--- config.mk ---
export PLATFORM = sky130hd
export DESIGN_NAME = vec_execute_unit
export DESIGN_NICKNAME = d
export VERILOG_FILES = /design/src/rtl/vec_execute_unit.sv
export SDC_FILE = /design/constraint.sdc
export NUM_CORES = 2
export LEC_CHECK = 0
export ABC_AREA = 1
export CAP_MARGIN = 25
export CORE_AREA = 3 3 509 511
export DETAILED_ROUTE_END_ITERATION = 10
export DIE_AREA = 0 0 512 514
export SYNTH_ARGS = -nofsm -noshare
export SYNTH_HDL_FRONTEND = slang
export SYNTH_SLANG_ARGS = --single-unit
--- constraint.sdc ---
create_clock -name clk -period 75.1 [get_ports clk]
set_clock_uncertainty 0.2 [all_clocks]
set_input_delay 18.775 -clock clk [delete_from_list [all_inputs] [get_ports clk]]
set_output_delay 18.775 -clock clk [all_outputs]
set_load 0.03 [all_outputs]
--- src/rtl/vec_execute_unit.sv ---
// rtl/vec_execute_unit.sv - lane-wise vector ALU execute stage, PAR lanes per cycle.
// Optional VEXEC_SAT_EN: signed saturating add/sub plus sat_flag output.
module vec_execute_unit #(
  parameter int N     = 20,
  parameter int LANES = 16,
  parameter int PAR   = 4
) (
  input  logic                 clk,
  input  logic                 RST,
  input  logic                 flush,
  input  logic                 in_valid,
  output logic                 in_ready,
  input  logic [LANES*N-1:0]   rd1,
  input  logic [LANES*N-1:0]   rd2,
  input  logic [LANES*N-1:0]   ExtImm,
  input  logic                 ALUSrc,
  input  logic [2:0]           ALUControl,
  input  logic [3:0]           wa3,
  input  logic                 RegWrite,
  output logic                 out_valid,
  input  logic                 out_ready,
  output logic [LANES*N-1:0]   result,
  output logic [3:0]           wa3_out,
  output logic                 RegWrite_out,
  output logic                 busy
`ifdef VEXEC_SAT_EN
  ,
  output logic                 sat_flag
`endif
);

  localparam int STEPS = LANES / PAR;
  localparam int CW    = (STEPS > 1) ? $clog2(STEPS) : 1;
`ifdef VEXEC_SAT_EN
  localparam int LW    = N + 1;
`else
  localparam int LW    = N;
`endif

  if (LANES % PAR != 0) begin : g_bad_par
    $error("vec_execute_unit: LANES must be a multiple of PAR");
  end

  typedef enum logic [1:0] {
    S_IDLE,
    S_RUN,
    S_DONE
  } state_t;

  state_t             state_q, state_d;
  logic [CW-1:0]      cnt_q, cnt_d;
  logic [LANES*N-1:0] a_q, a_d;
  logic [LANES*N-1:0] b_q, b_d;
  logic [2:0]         op_q, op_d;
  logic [LANES*N-1:0] result_q, result_d;
  logic [3:0]         wa3_q, wa3_d;
  logic               rw_q, rw_d;
`ifdef VEXEC_SAT_EN
  logic               sat_q, sat_d;
  logic               chunk_sat;
`endif

  logic [LANES*N-1:0] res_upd;
  logic [LW-1:0]      lane_o [PAR];
  int                 base;

  // Returns the lane result; with saturation enabled the MSB is the saturate flag.
  function automatic logic [LW-1:0] lane_alu(input logic [2:0] op,
                                              input logic [N-1:0] a,
                                              input logic [N-1:0] b);
    logic [N-1:0] r;
`ifdef VEXEC_SAT_EN
    logic         s;
    logic [N:0]   ext;
    s   = 1'b0;
    ext = '0;
`endif
    r = '0;
    case (op)
`ifdef VEXEC_SAT_EN
      3'b000, 3'b001: begin
        ext = (op == 3'b000) ? ({a[N-1], a} + {b[N-1], b})
                             : ({a[N-1], a} - {b[N-1], b});
        if (ext[N] != ext[N-1]) begin
          s = 1'b1;
          r = ext[N] ? {1'b1, {(N-1){1'b0}}} : {1'b0, {(N-1){1'b1}}};
        end else begin
          r = ext[N-1:0];
        end
      end
`else
      3'b000:  r = a + b;
      3'b001:  r = a - b;
`endif
      3'b010:  r = a & b;
      3'b011:  r = a | b;
      3'b100:  r = a ^ b;
      3'b101:  r = a << b[3:0];
      3'b110:  r = a >> b[3:0];
      default: r = b;
    endcase
`ifdef VEXEC_SAT_EN
    return {s, r};
`else
    return r;
`endif
  endfunction

  // Chunk datapath: lanes [cnt*PAR +: PAR] merged into the held result.
  always_comb begin
    res_upd = result_q;
    base    = int'(cnt_q) * PAR;
`ifdef VEXEC_SAT_EN
    chunk_sat = 1'b0;
`endif
    for (int p = 0; p < PAR; p++) begin
      lane_o[p] = lane_alu(op_q, a_q[(base + p)*N +: N], b_q[(base + p)*N +: N]);
      res_upd[(base + p)*N +: N] = lane_o[p][N-1:0];
`ifdef VEXEC_SAT_EN
      chunk_sat = chunk_sat | lane_o[p][N];
`endif
    end
  end

  always_comb begin
    state_d  = state_q;
    cnt_d    = cnt_q;
    a_d      = a_q;
    b_d      = b_q;
    op_d     = op_q;
    result_d = result_q;
    wa3_d    = wa3_q;
    rw_d     = rw_q;
`ifdef VEXEC_SAT_EN
    sat_d    = sat_q;
`endif
    case (state_q)
      S_IDLE: begin
        if (in_valid && !flush) begin
          a_d     = rd1;
          b_d     = ALUSrc ? ExtImm : rd2;
          op_d    = ALUControl;
          wa3_d   = wa3;
          rw_d    = RegWrite;
          cnt_d   = '0;
`ifdef VEXEC_SAT_EN
          sat_d   = 1'b0;
`endif
          state_d = S_RUN;
        end
      end
      S_RUN: begin
        if (flush) begin
          state_d = S_IDLE;
          rw_d    = 1'b0;
          cnt_d   = '0;
`ifdef VEXEC_SAT_EN
          sat_d   = 1'b0;
`endif
        end else begin
          result_d = res_upd;
`ifdef VEXEC_SAT_EN
          sat_d    = sat_q | chunk_sat;
`endif
          if (cnt_q == CW'(STEPS - 1)) begin
            cnt_d   = '0;
            state_d = S_DONE;
          end else begin
            cnt_d = cnt_q + 1'b1;
          end
        end
      end
      S_DONE: begin
        // Flush takes priority over a simultaneous downstream accept.
        if (flush) begin
          state_d = S_IDLE;
          rw_d    = 1'b0;
`ifdef VEXEC_SAT_EN
          sat_d   = 1'b0;
`endif
        end else if (out_ready) begin
          state_d = S_IDLE;
`ifdef VEXEC_SAT_EN
          sat_d   = 1'b0;
`endif
        end
      end
      default: state_d = S_IDLE;
    endcase
  end

  always_ff @(posedge clk or posedge RST) begin
    if (RST) begin
      state_q  <= S_IDLE;
      cnt_q    <= '0;
      a_q      <= '0;
      b_q      <= '0;
      op_q     <= '0;
      result_q <= '0;
      wa3_q    <= '0;
      rw_q     <= 1'b0;
`ifdef VEXEC_SAT_EN
      sat_q    <= 1'b0;
`endif
    end else begin
      state_q  <= state_d;
      cnt_q    <= cnt_d;
      a_q      <= a_d;
      b_q      <= b_d;
      op_q     <= op_d;
      result_q <= result_d;
      wa3_q    <= wa3_d;
      rw_q     <= rw_d;
`ifdef VEXEC_SAT_EN
      sat_q    <= sat_d;
`endif
    end
  end

  assign in_ready     = (state_q == S_IDLE);
  assign out_valid    = (state_q == S_DONE);
  assign busy         = (state_q != S_IDLE);
  assign result       = result_q;
  assign wa3_out      = wa3_q;
  assign RegWrite_out = rw_q;
`ifdef VEXEC_SAT_EN
  assign sat_flag     = sat_q & out_valid;
`endif

endmodule

After elaboration in Yosys (flattened, before gate mapping)
Cells that the tools add are included. W data, S select, Z words.

Add/sub/neg operators: 16. Multipliers: 4. Eq/ne operators: 13. Shift operators: 24. Muxes and demuxes: 22. Bitwise operators: 13. Reduce and logical (&&, ||, !) cells: 13.

Operators with widths (number): $shiftx A320 B32 Y20 (8); $bwmux W320 (4); $shift A20 B33 Y320 const A (4); $shiftx A20 B33 Y320 (4); $pmux W20 S7 (4); $mux W320 (1); $neg A10 Y33 (3); $add A20 B20 Y20 (4); $and A20 B20 Y20 (4); $or A20 B20 Y20 (4); $shl A20 B4 Y20 (4); $shr A20 B4 Y20 (4); $sub A20 B20 Y20 (4); $xor A20 B20 Y20 (4); $neg A9 Y33 (1); $mul A5 B3 Y8 const B (3); $mux W2 (8); $add A4 B2 Y5 const B (2); $eq A3 B3 Y1 const B (3); $eq A3 B2 Y1 const B (2); $pmux W2 S3 (1); $reduce_and A2 Y1 (3); $reduce_and A3 Y1 (2); $reduce_bool A2 Y1 (3); other kinds (18) (21).

Flip-flop bits (word level): 972. Input port bits: 974. Output and inout bits: 328. Word-level logic and storage cells: 113.

Logic depth before layout (Yosys ltp)
Depth in word-level cells: 9. Mapped depth: 38. Depth with buffers taken out: 34.

Worst setup path after synthesis
No wires, ideal clock.

Path kind: input to register. Start: input flush. End: register result_q[61] (netlist: result[61]). Setup time: 0.083 ns. Data arrival time: 20.426 ns. Data required time: 74.817 ns. Setup slack: 54.391 ns. Cell stages on the path: 10. Buffers on the path: 1. Cell sequence: nor2_1 inv_1 nor2_1 inv_1 nor2_1 inv_1 nor2_1 inv_1 clkbuf_1 o21ai_0.

Longest elaborated chain between the ends: 2.

RTL lines: from (decl) (RTL line 10) `input logic flush,`; $not A1 Y1 (no source line); $reduce_and A2 Y1 (no source line); to (signal assigned) (RTL line 211) `result_q <= result_d;`; to (decl) (RTL line 55) `logic [LANES*N-1:0] result_q, result_d;`.

No other way between the ends. A chain may end at the register's enable or synchronous reset.

==> results by group <==
Timing
  – Endpoints failing setup: 0
  – Fmax: 0.0431 GHz
  – RSZ-0062 raised after global routing: false
  – Post-Route Setup TNS: 0 ns
  – Post-layout min period: 23.18 ns
  – Worst-margin pin slew: 1.16 ns
  – Worst rel slew slack: 22.0%
  – Tcrit/Tclk final: 30.9%
  – Final hold viol count: 0
  – Final slew viol count: 0

Global routing
  – Largest net degree at the start of global routing: 275
  – Remaining global-route overflow: 0
  – Vias in the first global route: 71700
  – Initial antenna violation count: 130
  – Total GRT Usage: 30.1%
  – First-pass GRT wire length: 566000 µm

CTS
  – Postcts setup bufs: 0
  – H-tree depth: 3
  – CTS Buf Count: 112
  – Root Driver: clkbuf_16
  – Worst-path clk slew: 0.06 ns
  – TritonCTS clock tree: yes
  – Number of gates resized after CTS: 0
  – Sink Count: 972
  – Worst-Skew Late Latency: 0.83 ns
  – CTS Buffer Depth: 3
  – # hold bufs at CTS: 0

Routing
  – DRT Pass-1 Iters: 8
  – Routed WL per cell: 28.1 µm
  – Post-route ant nets: 0
  – Overall via count from detail_route: 77600
  – DRC violations left: 0
  – 1st-iter DRT viols: 10700
  – Routed WL: 416000 µm
  – Vias per cell: 5.25

Synthesis
  – Average size of a mapped cell: 6.71 µm²
  – Top post-synthesis cells by area: dfrtp_1 35%, nand2_1 21%, o21ai_0 7.2%
  – Area leader, netlist: dfrtp_1
  – Top cell type's share of synthesized area: 35.2%
  – Seq cells post-synth: 972
  – Ys flop type: dfrtp_1
  – Cells after synthesis: 10300
  – Post-synth EDFFs: 0
  – Syn nets: 11500
  – Most frequent cell after synthesis: nand2_1
  – Top cells by count, synth: 3839 x nand2_1, 990 x o21ai_0, 972 x dfrtp_1
  – Sequential-to-total area share from yosys stat: 35.2%
  – Fraction of registers with async set/reset: 100%
  – Synth warn: 0
  – Count of cell types in the netlist: 77
  – Post-Syn Area: 69200 µm²

Worst setup path
  – Crit-path max cell delay: 0.88 ns
  – Req. time, crit path: 75.84 ns
  – CP top delay family: buffers and inverters
  – Critical Path Sink Type: asynchronous set/reset pin
  – Start of the worst register-to-register path: cnt_q[0]
  – Cell mode on critical path: buf_4
  – Crit path max fanout: 139
  – Setup crit start kind: primary input
  – Endpoint of the worst-slack reg-to-reg timing path: result[86]
  – Reg2Reg Depth: 23
  – CP Buf/Inv Count: 8
  – WS Path Type: primary input to asynchronous set/reset pin
  – CP max stage cell: buf_4
  – Worst reg2reg setup slack: 67.09 ns
  – CP cell instances: clkdlybuf4s50_1 > inv_8 > buf_12 > buf_4 > buf_4 > buf_12 > buf_4 > buf_16
  – Worst endpoint data arrival time: 23.92 ns

Layout
  – Final-layout fill cell count: 27900
  – Register area: 24300 µm²
  – Net count, final: 12500
  – Synth-to-Final Area Change: 28.1%
  – Share of cells above drive strength 1: 5.27%
  – Fin util: 34.8%
  – Area of the multi-input gates: 38400 µm²

Floorplanning
  – Die W: 512 µm
  – Starting Density: 27.2%
  – Boundary Pins: 1302
  – Core area: 254000 µm²
  – Die height: 514 µm
  – Site Rows: 185
  – Die footprint: 263000 µm²

Min path
  – Hold Path Sink: a_q[71]
  – Hold/Removal Path Class: flip-flop to flip-flop
  – Hold Startpoint: a_q[71]
  – Worst hold path cell count: 2

Power
  – Max VDD drop: 0.0000331 V
  – P per Cell Area: 60.8 nW/µm²
  – P_leak: 42.7 nW

Run
  – # Max-Cap Violations: 0

Placed design
  – Input/output buffers: 1301
  – Gpl congestion: 1.02
  – DP Wirelength: 328000 µm

Run status
  – Status: finished clean
-- worst max path at each step --
stage / start / to / slack [ns] / depth (start not counted)
floorplan: RST / RegWrite_out / 28.78 / 1
global placement: RST / a_q[107] / 50.60 / 7
detailed placement: RST / b_q[25] / 50.64 / 7
CTS: RST / b_q[275] / 51.50 / 7
global route: RST / a_q[103] / 51.41 / 8
finish: RST / b_q[195] / 51.92 / 8
-- where the power goes --
| part | total [mW] | leakage (nW) | switching [mW] | internal, mW |
|---|---|---|---|---|
| registers | 0.878 | 12.3 | 0.140 | 0.739 |
| clock network | 0.582 | 1.86 | 0.254 | 0.328 |
| logic | 3.93 | 28.5 | 2.88 | 1.04 |
| total | 5.39 | 42.7 | 3.28 | 2.11 |
-- cell type report --
cell class	instances	share of cell area, %
antenna	83	0.234
timing repair buffer	1421	15.9
inverter	926	3.96
tap	3366	4.75
multi-input combinational	7795	43.3
clock inverter	36	0.613
sequential	972	27.5
clock buffer	173	3.72
-- routing by layer --
layer  vias to the layer above  global-route usage, %  routed length [µm]
met5                         -                      0                 148
met4                        20                   18.4               27600
met3                       860                   6.03               35400
met2                      4332                   45.4              180000
met1                     37000                   39.4              172000
li1                      35400                      -                   -
-- layout by cell type (no fill, tap or decap), types with 17 or more instances in the layout --
master           count
a31oi_1             25
o21ai_0            990
nor3_1              87
nand2_1           3835
o31ai_4             17
dfrtp_1            970
nor2_2              41
and2_1              21
nor2_1             540
clkdlybuf4s50_1   1300
a21oi_1            427
o31ai_1             28
nand4_1            102
nand2_2             34
inv_2               36
o22ai_1             26
or2_2               32
o211ai_1            94
o2111ai_1           34
ha_1               255
inv_1              874
o21ai_1            172
a221oi_1            47
o31ai_2             22
nand3_1            603
a21oi_2             43
xor2_1              75
clkbuf_16          113
diode_2             83
clkbuf_1            36
buf_4              104
clkbuf_8            24
a21o_1              31
-- registers in the layout, indices dropped and copies added (netlist names) --
signal / count
state_q: 2
b_q: 320
a_q: 320
cnt_q: 2
wa3_out: 4
RegWrite_out: 1
op_q: 3
result: 320
-- kinds of logic (layout without fill, tap and decap cells) --
kind of cell | count (synthesis) | after routing | synth area share [%]
and+or+nand+nor | 5351 | 5351 | 31.5
AOI/OAI and AO/OA | 2087 | 2087 | 17.9
buffers and inverters | 1533 | 2556 | 9.41
DFF | 972 | 972 | 35.2
adders and majority gates | 259 | 259 | 4.73
xor gates and xnor gates | 84 | 84 | 1.06
muxes | 14 | 14 | 0.203
other | 0 | 83 | 0
-- through the flow --
step	hold slack, ns	cell area (µm²)	instances	total power [mW]	worst slack (ns)
2_1_floorplan	0.242	69200	10300	3.15	28.78
3_3_place_gp	0.255	84500	14500	4.68	50.60
3_5_place_dp	0.258	84500	14500	4.69	50.64
4_1_cts	0.273	88300	14700	5.29	51.50
5_1_grt	0.282	88600	14700	5.71	51.41
6_report	0.270	88600	14800	5.39	51.92
-- worst register-to-register path: stages (launching register included) --
cell	delay [ns]
dfrtp_4	0.67
buf_4	0.53
buf_4	0.55
buf_4	0.52
nand2_1	0.13
nand3_1	0.12
nand2_2	0.46
inv_2	0.73
ha_1	0.32
inv_1	0.10
fa_1	0.52
nand3_1	0.13
nand2_1	0.09
a21boi_0	0.34
xor2_1	0.18
o22ai_1	0.09
nor2_1	0.23
nand3_1	0.11
o21ai_1	0.69
nor2_1	0.29
nand2_1	0.12
a21oi_1	0.12
o21ai_0	0.52
nand2_1	0.11
Power figures use the tool's default switching activity.
